File: src/rtl/store_write_buffer_if.sv
`default_nettype none
// ============================================================================
// Module      : store_write_buffer_if
// Description : Core-side store/load signals and memory-side write channel
//               of the store write buffer, bundled for connection.
// Revision    : 1.0 - initial release
// ============================================================================
interface store_write_buffer_if;
    // Core side
    logic        cpu_we;
    logic [31:0] cpu_addr;
    logic [31:0] cpu_wdata;
    logic [31:0] cpu_rdata;
    logic        stall;
    // Memory side
    logic [31:0] mem_raddr;
    logic [31:0] mem_rdata;
    logic        mem_wvalid;
    logic [31:0] mem_waddr;
    logic [31:0] mem_wdata;
    logic        mem_wready;
    logic        empty;

    // The buffer itself
    modport slave (
        input  cpu_we, cpu_addr, cpu_wdata, mem_rdata, mem_wready,
        output cpu_rdata, stall, mem_raddr, mem_wvalid, mem_waddr, mem_wdata, empty
    );

    // The environment around the buffer (core plus memory)
    modport master (
        output cpu_we, cpu_addr, cpu_wdata, mem_rdata, mem_wready,
        input  cpu_rdata, stall, mem_raddr, mem_wvalid, mem_waddr, mem_wdata, empty
    );
endinterface
`default_nettype wire

File: src/rtl/store_write_buffer.sv
`default_nettype none
// ============================================================================
// Module      : store_write_buffer
// Description : Posted-write FIFO between the core data port and data memory.
//               Stores are accepted in one cycle and drained in order over a
//               valid/ready channel; loads forward the newest buffered store.
// Revision    : 1.0 - initial release
// ============================================================================
module store_write_buffer #(
    parameter int DEPTH = 4,
    parameter int PTR_W = 2
) (
    input  logic                clk,
    input  logic                reset,
    store_write_buffer_if.slave bus
);

    localparam logic [PTR_W:0] c_depth = (PTR_W+1)'(DEPTH);

    // Entry storage: contents are don't-care until written, so no reset
    logic [31:0]      r_addr [DEPTH];
    logic [31:0]      r_data [DEPTH];
    logic [PTR_W-1:0] r_wr_ptr;
    logic [PTR_W-1:0] r_rd_ptr;
    logic [PTR_W:0]   r_count;

    logic             w_full;
    logic             w_push;
    logic             w_pop;
    logic [PTR_W-1:0] w_age_idx [DEPTH];
    logic [DEPTH-1:0] w_age_hit;
    logic [31:0]      w_fwd_data;

    // A store on a full buffer is refused even if the head drains this cycle,
    // so stall never depends on mem_wready.
    assign w_full  = (r_count == c_depth);
    assign w_push  = bus.cpu_we & ~w_full;
    assign w_pop   = bus.mem_wvalid & bus.mem_wready;

    assign bus.stall      = bus.cpu_we & w_full;
    assign bus.empty      = (r_count == '0);
    assign bus.mem_wvalid = (r_count != '0);
    assign bus.mem_waddr  = r_addr[r_rd_ptr];
    assign bus.mem_wdata  = r_data[r_rd_ptr];
    assign bus.mem_raddr  = bus.cpu_addr;
    assign bus.cpu_rdata  = w_fwd_data;

    // Capture an accepted store into the tail slot
    always_ff @(posedge clk) begin
        if (w_push) begin
            r_addr[r_wr_ptr] <= bus.cpu_addr;
            r_data[r_wr_ptr] <= bus.cpu_wdata;
        end
    end

    // Pointer and occupancy bookkeeping; reset discards all pending stores
    always_ff @(posedge clk) begin
        if (reset) begin
            r_wr_ptr <= '0;
            r_rd_ptr <= '0;
            r_count  <= '0;
        end else begin
            if (w_push) r_wr_ptr <= r_wr_ptr + 1'b1;
            if (w_pop)  r_rd_ptr <= r_rd_ptr + 1'b1;
            case ({w_push, w_pop})
                2'b10:   r_count <= r_count + 1'b1;
                2'b01:   r_count <= r_count - 1'b1;
                default: r_count <= r_count;
            endcase
        end
    end

    // Slots are examined by age (0 = head) so priority survives pointer wrap.
    // The head still counts as valid on the cycle it is popped.
    for (genvar g = 0; g < DEPTH; g++) begin : g_age
        assign w_age_idx[g] = r_rd_ptr + PTR_W'(g);
        assign w_age_hit[g] = ((PTR_W+1)'(g) < r_count) &&
                              (r_addr[w_age_idx[g]][31:2] == bus.cpu_addr[31:2]);
    end

    // Newest matching entry wins; otherwise pass memory read data through
    always_comb begin
        w_fwd_data = bus.mem_rdata;
        for (int i = 0; i < DEPTH; i++) begin
            if (w_age_hit[i]) w_fwd_data = r_data[w_age_idx[i]];
        end
    end

endmodule
`default_nettype wire

File: src/flat_wrapper.sv
// flat-port wrapper written by rule: the top's interface ports become plain ports
module store_write_buffer_flat 
#(
    parameter int DEPTH = 4,
    parameter int PTR_W = 2
)
  (clk, reset, bus_cpu_we, bus_cpu_addr, bus_cpu_wdata, bus_mem_rdata, bus_mem_wready, bus_cpu_rdata, bus_stall, bus_mem_raddr, bus_mem_wvalid, bus_mem_waddr, bus_mem_wdata, bus_empty);
  store_write_buffer_if bus_i ();
  input  logic clk;
  input  logic reset;
  input wire logic [$bits(bus_i.cpu_we)-1:0] bus_cpu_we;
  input wire logic [$bits(bus_i.cpu_addr)-1:0] bus_cpu_addr;
  input wire logic [$bits(bus_i.cpu_wdata)-1:0] bus_cpu_wdata;
  input wire logic [$bits(bus_i.mem_rdata)-1:0] bus_mem_rdata;
  input wire logic [$bits(bus_i.mem_wready)-1:0] bus_mem_wready;
  output wire logic [$bits(bus_i.cpu_rdata)-1:0] bus_cpu_rdata;
  output wire logic [$bits(bus_i.stall)-1:0] bus_stall;
  output wire logic [$bits(bus_i.mem_raddr)-1:0] bus_mem_raddr;
  output wire logic [$bits(bus_i.mem_wvalid)-1:0] bus_mem_wvalid;
  output wire logic [$bits(bus_i.mem_waddr)-1:0] bus_mem_waddr;
  output wire logic [$bits(bus_i.mem_wdata)-1:0] bus_mem_wdata;
  output wire logic [$bits(bus_i.empty)-1:0] bus_empty;
  assign bus_i.cpu_we = bus_cpu_we;
  assign bus_i.cpu_addr = bus_cpu_addr;
  assign bus_i.cpu_wdata = bus_cpu_wdata;
  assign bus_i.mem_rdata = bus_mem_rdata;
  assign bus_i.mem_wready = bus_mem_wready;
  assign bus_cpu_rdata = bus_i.cpu_rdata;
  assign bus_stall = bus_i.stall;
  assign bus_mem_raddr = bus_i.mem_raddr;
  assign bus_mem_wvalid = bus_i.mem_wvalid;
  assign bus_mem_waddr = bus_i.mem_waddr;
  assign bus_mem_wdata = bus_i.mem_wdata;
  assign bus_empty = bus_i.empty;
  store_write_buffer #(.DEPTH(DEPTH), .PTR_W(PTR_W)) u_core (.clk(clk), .reset(reset), .bus(bus_i));
endmodule
File: config.mk
export PLATFORM = sky130hd
export DESIGN_NAME = store_write_buffer_flat
export DESIGN_NICKNAME = d
export VERILOG_FILES = /design/src/rtl/store_write_buffer_if.sv /design/src/rtl/store_write_buffer.sv /design/src/flat_wrapper.sv
export SDC_FILE = /design/constraint.sdc
export NUM_CORES = 1
export LEC_CHECK = 0
export CORE_MARGIN = 5
export CORE_UTILIZATION = 51
export DETAILED_ROUTE_END_ITERATION = 10
export GPL_TIMING_DRIVEN = 0
export PLACE_DENSITY = 0.89
export SYNTH_ARGS = -nofsm -noshare
export SYNTH_HDL_FRONTEND = slang
export SYNTH_SLANG_ARGS = --single-unit
File: constraint.sdc
create_clock -name clk -period 3 [get_ports clk]
set_input_delay 0.3 -clock clk [delete_from_list [all_inputs] [get_ports clk]]
set_output_delay 0.3 -clock clk [all_outputs]
set_load 0.1 [all_outputs]
# Yosys cells after proc, flatten, opt, wreduce, memory -nomap -nowiden
# Memory sizes are Yosys's and may differ from the RTL's. A register that Yosys moved wholly into a read port is not among the register bits.
# Index checks and enable logic that the tools add are counted.
totals:
  wordCells: 44
  mem_count: 2
  input_bits: 100
  output_inout_bits: 131
  regBits: 7
  ramBits: 256
classes:
  n_eq_ne: 7
  muxes: 11
  bitwise_logic: 4
  reduce_logical: 7
  add_sub_neg: 6
  magnitude_cmp: 4
mem_list:
  columns: ["name", "depth", "word_bits", "read_ports", "rd_ports_with_merged_regs", "wr", "line_no", "text"]
  rows:
  - ["u_core.r_addr", 4, 32, 4, 1, 1, "store_write_buffer.sv:21", "logic [31:0] r_addr [DEPTH];"]
  - ["u_core.r_data", 4, 32, 4, 1, 1, "store_write_buffer.sv:22", "logic [31:0] r_data [DEPTH];"]
ops:
  columns: ["cell", "n"]
  rows:
  - ["$mux W32", 4]
  - ["$eq A30 B30 Y1", 4]
  - ["$mux W2", 4]
  - ["$lt A1 B3 Y1 const A", 2]
  - ["$lt A2 B3 Y1 const A", 2]
  - ["$pmux W3 S2", 1]
  - ["$add A2 B1 Y2 const B", 2]
  - ["$add A2 B2 Y2 const B", 2]
  - ["$logic_and A1 B1 Y1", 4]
  - ["$add A3 B1 Y3 const B", 1]
  - ["$and A1 B1 Y1", 3]
  - ["$eq A3 B3 Y1 const B", 1]
  - ["$logic_not A3 Y1", 1]
  - ["$reduce_bool A3 Y1", 1]
  - ["$sub A3 B1 Y3 const B", 1]
  - ["$eq A2 B1 Y1 const B", 1]
  - ["$eq A2 B2 Y1 const B", 1]
  - ["$mux W1", 2]
  - ["$reduce_bool A2 Y1", 1]
  - ["$not A1 Y1", 1]

# Logic depth before layout (Yosys ltp)
# An unclocked memory read counts as a cell.
depth:
  depth_word: 7
  ltp_mapped: 13
  depth_no_buf: 10

# Least setup slack after synthesis
# No wires, ideal clock.
synth_path:
  path_kind: "reg2out"
  start: "reg (tool-made name)"
  end: "out bus_cpu_rdata[6]"
  path_slack_ns: -3.207
  arrival_ns: 5.907
  t_required_ns: 2.700
  n_path_buf: 3
  path_stages_with_launch: 11
  path_cell_list: "dfxtp_1 buf_2 buf_2 inv_2 mux2i_1 o221ai_1 nor4_1 nand4_1 buf_2 mux2i_1 a211oi_1"
synth_lines:
  columns: ["element", "line_no", "text"]
  rows:
  - ["end, declared", "flat_wrapper.sv:16", "output wire logic [$bits(bus_i.cpu_rdata)-1:0] bus_cpu_rdata;"]

# Final worst setup path
layout_path:
  start: "reg u_core.r_rd_ptr[1]"
  end: "out bus_cpu_rdata[20]"
layout_between:
  elab_chain_len: 7
  elab_cells_between_ends: 14
  classes_between: "3 x add/sub; 3 x eq/ne; 3 x mux; 3 x reduce/logical; 2 x memory"
layout_lines:
  columns: ["element", "line_no", "text"]
  rows:
  - ["start, declared", "store_write_buffer.sv:24", "logic [PTR_W-1:0] r_rd_ptr;"]
  - ["start signal, assigned", "store_write_buffer.sv:64", "if (w_pop) r_rd_ptr <= r_rd_ptr + 1'b1;"]
  - ["$add A2 B1 Y2", "store_write_buffer.sv:76", "assign w_age_idx[g] = r_rd_ptr + PTR_W'(g);"]
  - ["$mem_v2 Z4 W32", null, null]
  - ["$eq A30 B30 Y1", "store_write_buffer.sv:78", "(r_addr[w_age_idx[g]][31:2] == bus.cpu_addr[31:2]);"]
  - ["$logic_and A1 B1 Y1", "store_write_buffer.sv:77", "assign w_age_hit[g] = ((PTR_W+1)'(g) < r_count) &&"]
  - ["$mux W32 (2 in series)", "store_write_buffer.sv:85", "if (w_age_hit[i]) w_fwd_data = r_data[w_age_idx[i]];"]
  - ["$mux W32 (*)", "store_write_buffer.sv:85", null]
# Mark *: on every way between the ends. The rest lies on a longest branch, timed or not.

==> results.rst <==
.. list-table::
   :header-rows: 1

   * - Metric
     - Value
   * - Status
     - complete, but fails checks
   * - Violations in the final reports
     - setup timing
   * - Core Box Area
     - around 34000 um^2
   * - Non-filler instance count after layout
     - 1939
   * - Met3 Usage GRT
     - approximately 7.4%
   * - Total standard cell area after synthesis
     - around 18000 um^2
   * - Worst hold-check path type
     - in -> reg
   * - Critical path buffers and inverters
     - 8
   * - Port Buf Inserts
     - around 230
   * - Sequential share of the synthesized area
     - about 45%
   * - CP Launch Type
     - flip-flop
   * - Transition at the pin with the smallest max-transition slack
     - around 1000 ps
   * - Routed wire length per instance
     - around 32 um
   * - Cells taking the most area after synthesis
     - sky130_fd_sc_hd__edfxtp_1 (43%), sky130_fd_sc_hd__mux4_2 (27%), sky130_fd_sc_hd__mux2i_1 (5.5%), sky130_fd_sc_hd__xnor2_1 (3.0%), sky130_fd_sc_hd__xor2_1 (2.7%)
   * - Final design utilization
     - 69.0%
   * - Delay contributed by the slowest stage of the critical path
     - around 540 ps
   * - Final WS setup
     - -1300 ps
   * - Worst Setup Path Type
     - reg -> out
   * - Number of rows created at floorplan
     - between 60 and 70
   * - Achievable Freq
     - about 230 MHz
   * - WP data required
     - about 2700 ps
   * - Length of the first detailed-routing pass in iterations
     - 7
   * - Synthesized netlist cell count
     - between 1000 and 1500
   * - IR Drop Worst-Case VDD
     - between 0.9 and 1 mV
   * - Cell total after placement
     - between 1500 and 2000
   * - Average cell area after synthesis
     - 15.3 um^2
   * - Drt drc
     - 0
   * - Vias after detailed routing
     - 13700
   * - Worst Skew
     - around 11 ps
   * - Family with the most delay on the worst path
     - buffers and inverters
   * - Busiest grt layer
     - met2
   * - Final Hold Vio Count
     - 0
   * - Async set-reset flop share out of synthesis
     - 0%
   * - Number of enable-type register cells in the synthesized netlist
     - 256
   * - Total power draw
     - 0.0195 W
   * - Nets
     - about 1600
   * - Detailed-route wire length
     - 61900 um
   * - Average via count per standard cell
     - around 7.1
   * - CTS Buffer Depth
     - 3
   * - Worst Path Max Fanout
     - 7
   * - Synthesized netlist net count
     - 1261
   * - Initial standard-cell utilization of the core
     - between 50 and 60%
   * - Area growth from synthesis to layout
     - 34.2%
   * - Clock sinks
     - 265
   * - Total GRT Usage
     - between 30% and 40%
   * - Commonest cells in the netlist
     - sky130_fd_sc_hd__edfxtp_1 (256), sky130_fd_sc_hd__mux4_2 (213), sky130_fd_sc_hd__mux2i_1 (98)
   * - Total of hold buffers inserted after clock tree synthesis
     - 0
   * - WP data arrival
     - ~4000 ps
   * - # setup viols final
     - 32
   * - Clock-pin slew of the registers on the worst-case setup and hold paths
     - ~60 ps
   * - Share of final-layout standard cells stronger than drive strength 1
     - 41.2%
   * - First DRT Iteration DRCs
     - approximately 2000
   * - Clock tree root driver cell
     - sky130_fd_sc_hd__clkbuf_16
   * - Placer congestion estimate
     - 1.02
   * - Vias in the first global route
     - 13800
   * - Chip height
     - 196 um
   * - LEAKAGE
     - 8.04 nW
   * - Count of final max-slew check failures
     - 0
   * - Max Cap Viol
     - 0
   * - Sort of element at the end of the critical path
     - primary output
   * - Most frequent cell on the critical path
     - sky130_fd_sc_hd__buf_12
   * - Most common cell in the netlist
     - sky130_fd_sc_hd__edfxtp_1
   * - Remaining antenna violation count
     - 0
   * - Wire length of the first global-routing pass
     - between 90000 and 100000 um
   * - Total die area
     - 38500 um^2
   * - Pin count of the biggest net entering global routing
     - 41
   * - Placed wire-length estimate after detailed placement
     - 39900 um
   * - Setup repair after global routing missed its margin
     - true
   * - Critical Path Slowest Stage Cell
     - sky130_fd_sc_hd__mux4_2
   * - Fraction of met2 tracks used by global routing
     - 49.1%
   * - Primary FF master, synth
     - sky130_fd_sc_hd__edfxtp_1
   * - Depth of the CTS H-tree
     - 1
   * - Width of the die
     - about 200 um
   * - Antenna violations before repair
     - 1
   * - Top cell type by total area after synthesis
     - sky130_fd_sc_hd__edfxtp_1
   * - Clock latency on the worst-skew pair
     - 580 ps
   * - Max-slew headroom
     - roughly a third
   * - Total of flip-flops plus latches after synthesis
     - about 270
   * - Period utilization
     - 143%
   * - Fraction of post-synthesis cell area in the top cell type by area
     - a little over two fifths
   * - Count of unique library cells instantiated by Yosys
     - between 60 and 70
   * - TritonCTS clock tree
     - yes
   * - # IOs
     - ~230
   * - Number of buffers created by CTS
     - 29
   * - Critical Path, Cell by Cell
     - buf_12 -> buf_12 -> mux4_2 -> xor2_2 -> nor4_2 -> nand4_1 -> buf_6 -> nor4_4 -> buf_4 -> buf_12 -> buf_12 -> clkbuf_16 -> nand2b_4 -> o31a_1 -> o211a_4 -> buf_12
   * - Syn. warnings
     - 0
   * - Met1 track demand over resource in global routing
     - between 40 and 50%
   * - Grt total ovfl
     - 0
   * - Power per cell area
     - 822 nW/um^2
   * - Final period demand of the worst path
     - around 4300 ps
==> sequential cells by signal, indices dropped and copies added, names as in the netlist, named ones only <==
| signal | count |
|---|---|
| u_core.r_wr_ptr | 2 |
| u_core.r_rd_ptr | 2 |
| u_core.r_addr | 128 |
| u_core.r_count | 3 |
| u_core.r_data | 128 |
==> final timing paths <==
kind	to	cells after the start	startpoint	slack (ps)
worst max-delay path	bus_cpu_rdata[20]	16	u_core.r_rd_ptr[1]$_SDFFE_PP0P_	-1300
worst min-delay path	u_core.r_wr_ptr[1]$_SDFFE_PP0P_	2	reset	100
worst max register to register	u_core.r_data[0][5]$_DFFE_PP_	5	u_core.r_count[0]$_SDFFE_PP0P_	340
worst min register to register	u_core.r_wr_ptr[0]$_SDFFE_PP0P_	2	u_core.r_wr_ptr[0]$_SDFFE_PP0P_	610
==> cells in the final DEF, fill, tap and decap left out, drive strengths merged, types with 3 or more instances in the layout <==
| cell | instances |
|---|---|
| clkinvlp | 5 |
| clkdlybuf4s50 | 131 |
| mux4 | 213 |
| o22ai | 7 |
| nor2 | 17 |
| mux2i | 98 |
| dlygate4sd2 | 23 |
| ha | 9 |
| o221ai | 3 |
| bufinv | 7 |
| nand3 | 8 |
| nor4 | 13 |
| nor3 | 8 |
| clkbuf | 69 |
| a21oi | 15 |
| nand2 | 43 |
| clkdlybuf4s15 | 5 |
| o31a | 31 |
| xor2 | 55 |
| dfxtp | 9 |
| edfxtp | 256 |
| nor4b | 4 |
| o211a | 31 |
| inv | 18 |
| and2 | 5 |
| o21ai | 11 |
| nand4 | 14 |
| xnor2 | 61 |
| a22oi | 3 |
| mux2 | 11 |
| a211oi | 7 |
| a222oi | 3 |
| nand2b | 37 |
| clkinv | 9 |
| buf | 205 |
==> worst reg2reg max path: stages, from the launching register on <==
cell and delay, ps:
sky130_fd_sc_hd__dfxtp_1 490, sky130_fd_sc_hd__inv_1 120, sky130_fd_sc_hd__ha_1 250, sky130_fd_sc_hd__a21boi_1 510
sky130_fd_sc_hd__and2_4 610, sky130_fd_sc_hd__buf_16 330
==> repair_timing <==
item                                    4_1_cts  5_1_grt
pin swaps                                    35       24
buffers inserted                             32        2
gates resized for setup                     725       40
endpoints found under the setup margin      102       67
gates cloned                                  8        2
==> cell families after synthesis <==
family,after synthesis,share of synthesized area [%]
muxes,322,33.4
DFF,265,44.5
and+or+nand+nor,159,4.98
buffers and inverters,145,4.48
AOI/OAI and AO/OA,136,6.25
xor gates and xnor gates,116,5.75
adders and majority gates,9,0.637
==> through the flow <==
stage | setup WS [ps] | hold WS (ps) | setup TNS [ps] | area (um^2)
after floorplan | -753 | 399 | -9280 | 18000
after global placement | -2460 | 562 | -175090 | 20900
after detailed placement | -2490 | 599 | -103480 | 21000
after CTS | -1150 | 76.7 | -35890 | 23500
after global routing | -1350 | 128 | -41740 | 23700
final | -1300 | 98.4 | -40010 | 23700
==> power breakdown <==
group	switching [W]	internal [W]	leakage (nW)
clock	0.00158	0.00239	0.503
combinational	0.00686	0.00396	5.12
sequential	0.000289	0.00442	2.43
==> layout make-up <==
| cell class | instances | area [um^2] |
|---|---|---|
| plain buffers | 129 | 1240 |
| inverters | 16 | 60.1 |
| repair buffers | 277 | 3200 |
| clock inverters | 23 | 320 |
| well taps | 455 | 569 |
| clock buffers | 31 | 733 |
| flip-flops and latches | 265 | 7870 |
| diodes | 1 | 2.50 |
| multi-input cells | 742 | 9720 |
| fillers | 2224 | 10700 |
==> metal layers <==
layer  wire length (um)  part of all wire (%)  up-vias
met5                  0                     0        -
met4               3650                   5.9        0
met3               7750                    13      246
met2              29100                    47     1228
met1              21300                    34     6889
li1                   -                     -     5354
(Power assumes the default switching activity.)
